File: config.mk
export PLATFORM = sky130hd
export DESIGN_NAME = relu_frame_buffer
export DESIGN_NICKNAME = d
export VERILOG_FILES = /design/src/rtl/relu_frame_buffer.sv
export SDC_FILE = /design/constraint.sdc
export NUM_CORES = 1
export LEC_CHECK = 0
export ABC_CLOCK_PERIOD_IN_PS = 3200
export CAP_MARGIN = 25
export CELL_PAD_IN_SITES_DETAIL_PLACEMENT = 1
export CELL_PAD_IN_SITES_GLOBAL_PLACEMENT = 2
export CORE_ASPECT_RATIO = 1.5
export CORE_MARGIN = 2
export CORE_UTILIZATION = 38
export CTS_CLUSTER_DIAMETER = 200
export DETAILED_ROUTE_END_ITERATION = 6
export PLACE_DENSITY = 0.64
export SLEW_MARGIN = 30
export SYNTH_ARGS = -nofsm -noshare
export SYNTH_HDL_FRONTEND = slang
export SYNTH_SLANG_ARGS = --single-unit
File: constraint.sdc
create_clock -name clk -period 3.2 [get_ports clk]
set_clock_uncertainty 0.2 [all_clocks]
set_input_delay 0.64 -clock clk [delete_from_list [all_inputs] [get_ports clk]]
set_output_delay 0.64 -clock clk [all_outputs]
set_load 0.03 [all_outputs]
File: src/rtl/relu_frame_buffer.sv
// ReLU activation feeding a two-bank ping-pong frame buffer between linear layers.
// Define RELU_CLIP_EN to clip stored words at CLIP_VAL instead of plain ReLU.
module relu_frame_buffer #(
    parameter int                DATA_W   = 32,
    parameter int                DEPTH    = 20,
    parameter int                ADDR_W   = 5,
    parameter logic [DATA_W-1:0] CLIP_VAL = 32'h06000000
) (
    input  logic              clk,
    input  logic              rst_n,
    input  logic              relu_en,
    input  logic              in_valid,
    input  logic [DATA_W-1:0] in_data,
    input  logic [ADDR_W-1:0] in_addr,
    input  logic              rd_en,
    input  logic [ADDR_W-1:0] rd_addr,
    output logic [DATA_W-1:0] rd_data,
    output logic              rd_valid,
    output logic              frame_ready,
    input  logic              frame_release,
    output logic              overflow,
    output logic              addr_err
);

`ifdef RELU_CLIP_EN
    localparam bit CLIP_EN = 1'b1;
`else
    localparam bit CLIP_EN = 1'b0;
`endif

    localparam logic [ADDR_W-1:0] LAST_ADDR = ADDR_W'(DEPTH - 1);

    typedef enum logic [1:0] {EMPTY, FILLING, FULL} bank_st_t;

    bank_st_t          bank_st [2];
    logic [DEPTH-1:0]  mask    [2];
    logic [DATA_W-1:0] mem     [2][DEPTH];
    logic              wr_bank;
    logic              rd_bank;

    logic              other_bank;
    logic              wr_sel;
    logic              in_range;
    logic              rd_in_range;
    logic              do_write;
    logic              do_drop;
    logic              release_ok;
    logic [DEPTH-1:0]  wr_mask;
    logic [DATA_W-1:0] relu_data;

    function automatic logic [DATA_W-1:0] relu(input logic [DATA_W-1:0] x);
        if (x[DATA_W-1]) return '0;
        if (CLIP_EN && ($signed(x) > $signed(CLIP_VAL))) return CLIP_VAL;
        return x;
    endfunction

    assign frame_ready = (bank_st[rd_bank] == FULL);

    // A full write bank hands over to the other bank as soon as that one is free, so a
    // write arriving in the hand-over cycle already lands in the new bank.
    always_comb begin
        // NOTE: every signal assigned here gets a value on every path, so no latch is inferred.
        other_bank  = ~wr_bank;
        wr_sel      = wr_bank;
        if (bank_st[wr_bank] == FULL && bank_st[other_bank] != FULL)
            wr_sel = other_bank;
        in_range    = (in_addr <= LAST_ADDR);
        rd_in_range = (rd_addr <= LAST_ADDR);
        do_write    = relu_en && in_valid && in_range && (bank_st[wr_sel] != FULL);
        do_drop     = relu_en && in_valid && in_range && (bank_st[wr_sel] == FULL);
        release_ok  = relu_en && frame_release && frame_ready;
        wr_mask     = mask[wr_sel] | ({{(DEPTH-1){1'b0}}, 1'b1} << in_addr);
        relu_data   = relu(in_data);
    end

    // NOTE: sequential state uses non-blocking assignments so every register samples pre-edge values.
    always_ff @(posedge clk or negedge rst_n) begin
        if (!rst_n) begin
            for (int b = 0; b < 2; b++) begin
                bank_st[b] <= EMPTY;
                mask[b]    <= '0;
            end
            wr_bank  <= 1'b0;
            rd_bank  <= 1'b0;
            rd_data  <= '0;
            rd_valid <= 1'b0;
            overflow <= 1'b0;
            addr_err <= 1'b0;
        end else if (!relu_en) begin
            for (int b = 0; b < 2; b++) begin
                bank_st[b] <= EMPTY;
                mask[b]    <= '0;
            end
            wr_bank  <= 1'b0;
            rd_bank  <= 1'b0;
            rd_data  <= '0;
            rd_valid <= 1'b0;
            overflow <= 1'b0;
            addr_err <= 1'b0;
        end else begin
            wr_bank <= wr_sel;
            if (do_write) begin
                mask[wr_sel]    <= wr_mask;
                bank_st[wr_sel] <= (&wr_mask) ? FULL : FILLING;
            end
            // The released bank is never wr_sel here: a FULL read bank is never written.
            if (release_ok) begin
                mask[rd_bank]    <= '0;
                bank_st[rd_bank] <= EMPTY;
                rd_bank          <= ~rd_bank;
            end
            if (do_drop)
                overflow <= 1'b1;
            if (in_valid && !in_range)
                addr_err <= 1'b1;
            if (rd_en) begin
                rd_valid <= 1'b1;
                rd_data  <= (frame_ready && rd_in_range) ? mem[rd_bank][rd_addr] : '0;
            end else begin
                rd_valid <= 1'b0;
            end
        end
    end

    // NOTE: frame storage is not reset; the cleared masks/bank states make stale words unreadable.
    always_ff @(posedge clk) begin
        if (do_write)
            mem[wr_sel][in_addr] <= relu_data;
    end

endmodule

==> summary.txt, run 1 <==
Logic synthesis
  – Area share of the largest cell type after synthesis: 73.5%
  – Synthesis warning total: 0
  – Synth Cell Area: 50,700 sq um
  – Synth cell count leaders: edfxtp_1 (1,240), mux4_2 (348), mux2i_1 (97)
  – Top_reg_cell synth: edfxtp_1
  – Largest area contributor in the netlist: edfxtp_1
  – Post-Syn Nets: 2,268
  – Synth Instances: 2,220
  – Syn Area/Cell: 22.8 sq um
  – EDFF count, synth: 1,240
  – Post-synth ARST share: 6.06%
  – Sequential area share after synthesis: 77.4%
  – Flops & latches, synth: 1,320
  – Top cells by area, synth: edfxtp_1 (73%), mux4_2 (15%), dfrtp_1 (4.0%)
  – Most frequent cell after synthesis: edfxtp_1
  – Distinct cell type count after synthesis: 44

GRT
  – M1 GR Usage: 26.2%
  – Top Usage Layer GRT: met2
  – Global Route Usage Sum: 19.5%
  – Initial antenna violation count: 4
  – Largest net degree at the start of global routing: 49
  – Met2 usage: 33.8%
  – Number of global-route vias before repair: 25,800
  – Grt total ovfl: 0
  – GR met3 Demand/Resource: 2.28%
  – First-pass GRT wire length: 190 mm

Placement
  – GPL Wtd Cong: 0.849
  – Pre-CTS setup slack: -0.351 ns
  – DPL Wire Length: 84.6 mm
  – Area after DPL: 56,100 sq um
  – PortBufs: 82
  – Cell count after placement: 4,153

STA
  – Post-layout min period: 3.11 ns
  – Final setup margin: 0.0892 ns
  – Fin crit share: 97.2%
  – Fin. Hold Viols: 0
  – Unrepaired setup endpoints after global routing: no
  – Rel. slew slack: 55.8%
  – Worst Tran Pin Value: 0.663 ns
  – Setup Viol. Count Final: 0
  – Final Max Slew Viols: 0
  – Max Freq: 321 MHz

Worst setup path
  – CP max FO: 7
  – Critical Path Sink Type: register
  – Worst setup path category: register to register
  – Startpoint types: register
  – Critical path data arrival time: 3.56 ns
  – Required @ worst endpoint: 3.64 ns

Power and ir drop
  – Switching power total: 7.15 mW
  – Maximum vdd drop: 0.389 mV
  – Clock share of power: 41.8%
  – Total power draw: 34.6 mW
  – Sequential share of power: 54.6%
  – Leak: 19.0 nW
  – Comb power frac: 3.6%
  – Internal: 27.4 mW
  – Pwr dens: 575 nW/um^2
  – Sw frac: 20.7%

Clocking
  – Clk Latency, worst-skew pair: 0.73 ns
  – Worst-case clock buffer depth: 3
  – CTS clk-pin slew, worst paths: 0.06 ns
  – H-Tree Depth: 3
  – Total CTS buffers: 118
  – CTS tree: yes
  – Sink Count: 1,320
  – Post-CTS Setup Bufs: 0
  – CTS root buffer: clkbuf_16

Floorplan
  – IO Count: 84
  – Starting Density: 38.2%
  – Die area: 136,000 sq um
  – Die Ht: 451 um
  – Die width: 302 um
  – Site Rows: 164
  – Core footprint: 133,000 sq um

Layout
  – Final #Nets: 2,579
  – Fin cells: 4,383
  – Finished Cell Area: 60,100 sq um
  – Share of layout cells above drive strength 1: 32.1%
  – Synthesis-to-finish area growth: 18.6%
  – Filler instances: 12,000

Drt
  – Routed WL: 130 mm
  – DRT antenna net count: 0
  – Vias: 23,800
  – 1st-pass router iterations: 5
  – DRC viols: 0
  – Initial DRC Count: 1,833
  – Vias per cell: 5.42
  – DR WL/cell: 29.7 um

Run status
  – Outcome: finished clean

Job
  – Max Cap Viol: 0

Hold path
  – Hold Path Class: primary input to async pin
-- final cells by class --
type                    count  area [sq um]  share of cell area [%]
diodes                      3          7.51                  0.0125
clock buffers             155          3200                    5.33
clock inverters            71           734                    1.22
inverters                   7          26.3                  0.0437
multi-input cells         770         11200                    18.7
flip-flops and latches   1320         39200                    65.3
well taps                1743          2180                    3.63
repair buffers            314          3480                    5.79
-- power by group through the flow --
stage	Sequential, mW	Clock [mW]	Combinational [mW]
floorplan	19.3	0	0.589
global route	18.9	15.3	1.32
detailed placement	19.3	0	1.27
global placement	19.3	0	1.23
CTS	18.9	14.8	1.27
finish	18.9	14.4	1.25
-- kinds of logic after synthesis --
logic type      after synthesis  synth area share, %
compound gates              156                 2.20
fa+ha+maj                     1               0.0222
buf+inv                     130                 1.29
flops                      1320                 77.4
mux                         448                 17.5
other cells                   1              0.00740
simple gates                164                 1.58
-- per-stage QoR --
step	hold slack [ns]	utilization (%)	setup TNS, ns
after floorplan	0.144	-	-306.94
after global placement	0.271	42.3	-0.460
after detailed placement	0.276	42.3	-1.42
after CTS	0.235	45.3	0
after global routing	0.280	45.3	0
final	0.250	45.3	0
-- sequential cells by signal (all words and copies together), names as in the netlist --
register  flops
wr_bank       1
rd_data      31
mask         40
rd_valid      1
bank_st       4
overflow      1
rd_bank       1
mem        1240
addr_err      1
-- critical path: stages, from the launching register on --
cell	delay, ns
dfrtp_1	0.38
nor2b_1	0.32
mux2i_1	0.21
or3_2	0.66
buf_4	0.23
a221oi_1	0.53
o21ai_1	0.30
o211ai_1	0.17
-- layer usage --
layer | vias up | routed length [um]
met2 | 600 | 67900
li1 | 10000 | -
met3 | 133 | 5580
met5 | - | 0
met4 | 0 | 2320
met1 | 13000 | 54500
-- path summary, 6_finish.rpt --
| kind | to | start | slack, ns | cells past startpoint |
|---|---|---|---|---|
| setup / recovery | rd_data[3]$_DFFE_PN0P_ | bank_st[1]$_DFF_PN0_ | 0.09 | 7 |
| hold / removal | rd_valid$_DFF_PN0_ | rst_n | 0.25 | 2 |
| max in group asynchronous | rd_data[13]$_DFFE_PN0P_ | rst_n | 1.72 | 3 |
| hold reg to reg | mask[21]$_DFF_PN0_ | mask[21]$_DFF_PN0_ | 0.29 | 1 |
| min in group clk | mask[21]$_DFF_PN0_ | mask[21]$_DFF_PN0_ | 0.29 | 1 |
| setup reg to reg | rd_data[3]$_DFFE_PN0P_ | bank_st[1]$_DFF_PN0_ | 0.09 | 7 |
-- cell usage in the layout, fill, tap and decap left out, types with 6 or more instances in the layout --
cell | netlist | routed
a22oi_1 | 6 | 6
a221oi_1 | 22 | 22
mux4_2 | 348 | 348
a21oi_1 | 16 | 16
inv_1 | 6 | 6
nor2b_1 | 39 | 7
nor2_1 | 47 | 6
buf_12 | 0 | 73
clkbuf_16 | 0 | 119
clkdlybuf4s50_1 | 0 | 75
edfxtp_1 | 1240 | 1240
clkbuf_1 | 51 | 27
nor2b_4 | 0 | 6
clkinvlp_4 | 0 | 6
o21ai_1 | 26 | 26
nor2b_2 | 0 | 26
clkbuf_8 | 0 | 10
nand2_1 | 47 | 46
dfrtp_1 | 80 | 79
clkinv_2 | 0 | 16
o211ai_1 | 22 | 22
clkinv_1 | 0 | 28
nand2b_1 | 7 | 7
o21a_1 | 40 | 40
o221ai_1 | 7 | 7
mux2i_1 | 97 | 94
nor2_4 | 0 | 41
buf_4 | 22 | 160
bufinv_16 | 0 | 13
-- timing repair --
item | CTS | global route
hold buffers | 1 | 0
setup endpoints to repair | 1 | 2
resized for setup | 1 | 2
endpoints found under the hold margin | 32 | 0
Power figures use the tool's default switching activity.
==> inputs of run 2 (changes only) <==
--- a/config.mk
+++ b/config.mk
@@ -15,7 +15,6 @@
 export CTS_CLUSTER_DIAMETER = 200
 export DETAILED_ROUTE_END_ITERATION = 6
 export PLACE_DENSITY = 0.64
-export SLEW_MARGIN = 30
 export SYNTH_ARGS = -nofsm -noshare
 export SYNTH_HDL_FRONTEND = slang
 export SYNTH_SLANG_ARGS = --single-unit
==> run 2 against run 1 <==
Flip-flop and latch count did not move. Combinational power barely moved. Hold slack got worse by 0.020 ns. Final cell count fell by 0.23%. Cell area fell by 0.19%. Sequential power barely moved. Global-route usage rose by 0.088 points. Register-to-register slack improved by 0.05 ns. Count of clock-buffer cells in the layout fell by 6. Critical endpoint unchanged. Largest cell class unchanged.
==> summary.txt, run 2 (synthesis gave the netlist of run 1 again) <==
Layout
  – Fin cells: 4,373 (-0.23%)
  – Most frequent cells in the layout: edfxtp_1 (1,240), mux4_2 (348), buf_4 (160), clkbuf_16 (117), mux2i_1 (95)
  – Final #Nets: 2,576 (-0.12%)
  – Top reg by flops: mem
  – Synthesis-to-finish area growth: 18.4%
  – Largest regs: mem (1240), mask (40), rd_data (31)
  – Most common library cell in the layout ignoring fill and taps: edfxtp_1
  – Share of layout cells above drive strength 1: 32.4% (+0.26 points)
  – Filler instances: 12,000 (+0.40%)
  – Max reg flops: 1,240 (unchanged)

Worst setup path
  – Required @ worst endpoint: 3.66 ns (+0.02 ns)
  – Critical Path Sink Type: register
  – CP max FO: 7 (unchanged)
  – Startpoint types: register
  – Critical path data arrival time: 3.53 ns (-0.03 ns)
  – Worst setup path category: register to register

GRT
  – Number of global-route vias before repair: 25,600 (-0.65%)
  – First-pass GRT wire length: 190 mm (+0.37%)
  – Grt total ovfl: 0 (unchanged)
  – Global Route Usage Sum: 19.5% (+0.088 points)
  – Initial antenna violation count: 4 (unchanged)
  – Largest net degree at the start of global routing: 49 (unchanged)

Drt
  – Vias: 23,700 (-0.42%)
  – Vias per cell: 5.41 (-0.19%)
  – 1st-pass router iterations: 5 (unchanged)
  – DRC viols: 0 (unchanged)
  – DR WL/cell: 29.9 um (+0.63%)
  – Routed WL: 131 mm (+0.40%)
  – Initial DRC Count: 1,829 (-0.22%)
  – DRT antenna net count: 0 (unchanged)

STA
  – Max Freq: 327 MHz (+1.6%)
  – Fin. Hold Viols: 0 (unchanged)
  – Fin Setup TNS: 0 ns (unchanged)
  – Final Max Slew Viols: 0 (unchanged)
  – Fin crit share: 95.7% (-1.5 points)
  – Setup Viol. Count Final: 0 (unchanged)
  – Rel. slew slack: 58.5% (+2.6 points)
  – Post-layout min period: 3.06 ns (-0.0486 ns)
  – Worst hold slack: 0.230 ns (-0.0196 ns)
  – Worst Tran Pin Value: 0.623 ns (-0.0397 ns)
  – Final setup margin: 0.138 ns (+0.0486 ns)
  – Unrepaired setup endpoints after global routing: no

Job
  – Max Cap Viol: 0 (unchanged)

Hold path
  – Hold Path Class: primary input to async pin

Placement
  – GPL Wtd Cong: 0.849 (unchanged)
  – Cell count after placement: 4,151 (-0.048%)
  – PortBufs: 82 (unchanged)
  – DPL Wire Length: 84.6 mm (about the same)
  – Pre-CTS setup slack: -0.351 ns (-0.000546 ns)

Clocking
  – Clk Latency, worst-skew pair: 0.75 ns (+0.02 ns)
  – Post-CTS Setup Bufs: 0 (unchanged)
  – Worst-case clock buffer depth: 3 (unchanged)
  – Total CTS buffers: 116 (-1.7%)
  – H-Tree Depth: 3 (unchanged)
  – CTS clk-pin slew, worst paths: 0.07 ns (about the same)
  – Sink Count: 1,320 (unchanged)
  – CTS root buffer: clkbuf_16
  – CTS tree: yes

Power and ir drop
  – Total power draw: 34.4 mW (-0.66%)
  – Maximum vdd drop: 0.434 mV (+12%)
  – Leak: 18.9 nW (-0.22%)
  – Pwr dens: 573 nW/um^2 (-0.47%)

Floorplan
  – Die area: 136,000 sq um (unchanged)
  – IO Count: 84 (unchanged)
  – Die Ht: 451 um (unchanged)
  – Starting Density: 38.2% (unchanged)
  – Die width: 302 um (unchanged)
  – Core footprint: 133,000 sq um (unchanged)
  – Site Rows: 164 (unchanged)

Run status
  – Outcome: finished clean
[run 2: repair_timing]
item	4_1_cts	5_1_grt
hold buffers	1	0
endpoints found under the hold margin	32	0
resized for setup	1	1
setup endpoints to repair	1	1
pin swaps	0	0
[run 2: layout make-up]
type / count / area, sq um / share of cell area (%)
sequential: 1320 / 39200 / 65.4
multi-input combinational: 770 / 11200 / 18.7
timing repair buffer: 313 / 3460 / 5.77
clock buffer: 149 / 3110 / 5.18
tap: 1743 / 2180 / 3.64
clock inverter: 69 / 736 / 1.23
inverter: 7 / 26.3 / 0.0438
antenna: 2 / 5.00 / 0.00834
[run 2: critical path, cell delays in order, from the launching register on]
cell	delay, ns
dfrtp_1	0.39
nor2b_1	0.31
mux2i_1	0.21
or3_2	0.67
buf_4	0.23
a221oi_1	0.51
o21ai_1	0.29
o211ai_1	0.16
[run 2: layer usage]
metal  share of wire [%]  wire (um)  track usage, %  vias up
met2                  53      68700            34.1      491
met4                 1.6       2060            4.56        0
met5                   0          0               0        -
met1                  42      55100            26.2    13100
li1                    -          -               -     9996
met3                 3.8       4920            2.15      120
[run 2: stage by stage]
step / cell area (sq um) / utilization [%]
finish: 60000 / 45.2
global route: 60000 / 45.2
CTS: 60000 / 45.2
detailed placement: 56100 / 42.3
global placement: 56100 / 42.3
floorplan: 50700 / -
[run 2: where the power goes]
part           internal (mW)  switching [mW]  leakage [nW]  total (mW)
Clock                   7.82            6.41          1.87        14.2
Combinational          0.434           0.808          5.01        1.24
Sequential              18.9         0.00484          12.0        18.9
[run 2: path summary, 6_finish.rpt]
check,from,cells past startpoint,slack [ns],end
max,bank_st[1]$_DFF_PN0_,7,0.14,rd_data[3]$_DFFE_PN0P_
min,rst_n,2,0.23,rd_valid$_DFF_PN0_
max reg2reg,bank_st[1]$_DFF_PN0_,7,0.14,rd_data[3]$_DFFE_PN0P_
min reg2reg,mask[22]$_DFF_PN0_,1,0.29,mask[22]$_DFF_PN0_
max in group asynchronous,rst_n,3,1.73,rd_data[19]$_DFFE_PN0P_
min in group clk,mask[22]$_DFF_PN0_,1,0.29,mask[22]$_DFF_PN0_
==> inputs of run 3 (changes only) <==
--- a/config.mk
+++ b/config.mk
@@ -15,6 +15,8 @@
 export CTS_CLUSTER_DIAMETER = 200
 export DETAILED_ROUTE_END_ITERATION = 6
 export PLACE_DENSITY = 0.64
+export SETUP_SLACK_MARGIN = 0.02
 export SYNTH_ARGS = -nofsm -noshare
 export SYNTH_HDL_FRONTEND = slang
 export SYNTH_SLANG_ARGS = --single-unit
+export TNS_END_PERCENT = 50
==> run 3 against run 2 <==
Via count down 0.14%. Final cell count stayed put. Sequential share of layout area is essentially flat. First-iteration DRC count is 0.87% lower. Critical path depth is 3 lower. Critical endpoint is now frame_ready. Critical path type is now register to output pin. Cell area is essentially flat. Global-route usage about the same. Combinational power about the same.
==> summary.txt, run 3 (synthesis gave the netlist of run 1 again) <==
GRT
  – Largest net degree at the start of global routing: 49 (unchanged)
  – Number of global-route vias before repair: 25,700 (+0.062%)
  – Top Usage Layer GRT: met2
  – GR met3 Demand/Resource: 2.23% (+0.077 points)
  – Met2 usage: 34.1% (about the same)
  – First-pass GRT wire length: 190 mm (about the same)
  – Initial antenna violation count: 4 (unchanged)
  – Grt total ovfl: 0 (unchanged)
  – M1 GR Usage: 26.2% (-0.060 points)
  – Global Route Usage Sum: 19.5% (about the same)

Floorplan
  – Site Rows: 164 (unchanged)
  – Die area: 136,000 sq um (unchanged)
  – Die width: 302 um (unchanged)
  – IO Count: 84 (unchanged)
  – Die Ht: 451 um (unchanged)
  – Core footprint: 133,000 sq um (unchanged)
  – Starting Density: 38.2% (unchanged)

Placement
  – DPL Wire Length: 84.6 mm (unchanged)
  – PortBufs: 82 (unchanged)
  – GPL Wtd Cong: 0.849 (unchanged)

Drt
  – Vias: 23,600 (-0.14%)
  – Vias per cell: 5.41 (-0.14%)
  – 1st-pass router iterations: 5 (unchanged)
  – Routed WL: 131 mm (about the same)
  – Initial DRC Count: 1,813 (-0.87%)
  – DRC viols: 0 (unchanged)
  – DRT antenna net count: 0 (unchanged)
  – DR WL/cell: 29.9 um (about the same)

Layout
  – Most frequent cells in the layout: edfxtp_1 (1,240), mux4_2 (348), buf_4 (160), clkbuf_16 (117), mux2i_1 (95)
  – Top reg by flops: mem
  – Filler instances: 12,000 (unchanged)
  – Share of layout cells above drive strength 1: 32.4% (+0.038 points)
  – Max reg flops: 1,240 (unchanged)
  – Final Util: 45.2% (about the same)
  – Final #Nets: 2,576 (unchanged)
  – Most common library cell in the layout ignoring fill and taps: edfxtp_1
  – Synthesis-to-finish area growth: 18.4% (about the same)
  – Largest regs: mem (1240), mask (40), rd_data (31)

Clocking
  – Clk Latency, worst-skew pair: 0.75 ns (about the same)
  – Sink Count: 1,320 (unchanged)
  – H-Tree Depth: 3 (unchanged)
  – CTS root buffer: clkbuf_16
  – Total CTS buffers: 116 (unchanged)
  – CTS clk-pin slew, worst paths: 0.07 ns (about the same)
  – Worst-case clock buffer depth: 3 (unchanged)
  – CTS tree: yes

Worst setup path
  – Crit-path max cell delay: 0.60 ns (-0.07 ns)
  – Critical Path Sink Type: output pin
  – Worst Setup EP: frame_ready
  – R2r startpoint: rd_bank$_DFFE_PN0P_
  – Startpoint types: register
  – Top delay family on crit path: flip-flops
  – Required @ worst endpoint: 2.36 ns (-1.30 ns)
  – CP max FO: 9 (+2)
  – Stages on worst setup path: 4 (-3)
  – Reg2Reg Capture Point: rd_data[2]$_DFFE_PN0P_
  – Critical path buffer and inverter count: 3 (+2)
  – Cells along the critical path: inv_2 > mux2i_1 > inv_1 > buf_4
  – Critical path data arrival time: 2.23 ns (-1.30 ns)
  – Worst path slowest cell: dfrtp_4
  – R2R Setup Slk: 0.14 ns (about the same)
  – Worst setup path category: register to output pin
  – Worst-case reg-to-reg path depth: 7 (unchanged)
  – Crit path from: rd_bank$_DFFE_PN0P_

Job
  – Max Cap Viol: 0 (unchanged)

STA
  – Fin Setup TNS: 0 ns (unchanged)
  – Max Freq: 326 MHz (-0.16%)
  – Setup Viol. Count Final: 0 (unchanged)
  – Rel. slew slack: 58.4% (about the same)
  – Post-layout min period: 3.07 ns (+0.00485 ns)
  – Final Max Slew Viols: 0 (unchanged)
  – Fin. Hold Viols: 0 (unchanged)
  – Fin crit share: 95.8% (+0.15 points)
  – Unrepaired setup endpoints after global routing: no
  – Worst Tran Pin Value: 0.624 ns (+0.000532 ns)

Power and ir drop
  – Leak: 18.9 nW (about the same)
  – Maximum vdd drop: 0.433 mV (about the same)
  – Pwr dens: 573 nW/um^2 (about the same)

Run status
  – Outcome: finished clean

Hold path
  – Hold Path Class: primary input to async pin
## run 3: cell counts in the layout (fill, tap and decap cells not counted)
No cell type changed its count.
## run 3: power by group
| group | switching [mW] | total, mW | internal [mW] | leakage (nW) |
|---|---|---|---|---|
| registers | 0.00484 | 18.9 | 18.9 | 12.0 |
| logic | 0.809 | 1.24 | 0.434 | 5.01 |
| clock network | 6.41 | 14.2 | 7.82 | 1.87 |
| total | 7.23 | 34.4 | 27.1 | 18.9 |
## run 3: final cells by class
| type | instances | area (sq um) | share of cell area [%] |
|---|---|---|---|
| repair buffers | 313 | 3460 | 5.77 |
| multi-input cells | 770 | 11200 | 18.7 |
| well taps | 1743 | 2180 | 3.64 |
| flip-flops and latches | 1320 | 39200 | 65.4 |
| diodes | 2 | 5.00 | 0.00834 |
| clock inverters | 69 | 736 | 1.23 |
| inverters | 7 | 26.3 | 0.0438 |
| clock buffers | 149 | 3110 | 5.18 |
## run 3: timing repair
action	in CTS	in global routing
resized for setup	2	1
endpoints found under the hold margin	32	0
endpoints found under the setup margin	1	1
buffers inserted	0	0
hold buffers	1	0
## run 3: worst min path at each step
stage                            start              endpoint  cells past startpoint
detailed placement  mask[21]$_DFF_PN0_    mask[21]$_DFF_PN0_                      1
global placement    mask[21]$_DFF_PN0_    mask[21]$_DFF_PN0_                      1
global route                     rst_n    rd_valid$_DFF_PN0_                      2
finish                           rst_n    rd_valid$_DFF_PN0_                      2
CTS                              rst_n    rd_valid$_DFF_PN0_                      2
floorplan                        rst_n  addr_err$_DFFE_PN0P_                      0
## run 3: metrics by stage
step	cells	instance area (sq um)	setup slack [ns]	hold slack [ns]	power (mW)
floorplan	2220	50700	-0.279	0.144	19.9
global placement	4151	56100	-0.320	0.271	20.5
detailed placement	4151	56100	-0.351	0.278	20.5
CTS	4370	60000	0.0316	0.217	34.7
global route	4372	60000	0.0244	0.267	35.3
finish	4373	60000	0.133	0.230	34.4
## run 3: per-layer routing
metal	vias up	part of all wire, %
met2	484	53
met4	0	1.5
li1	9993	-
met3	116	3.8
met1	13100	42
met5	-	0
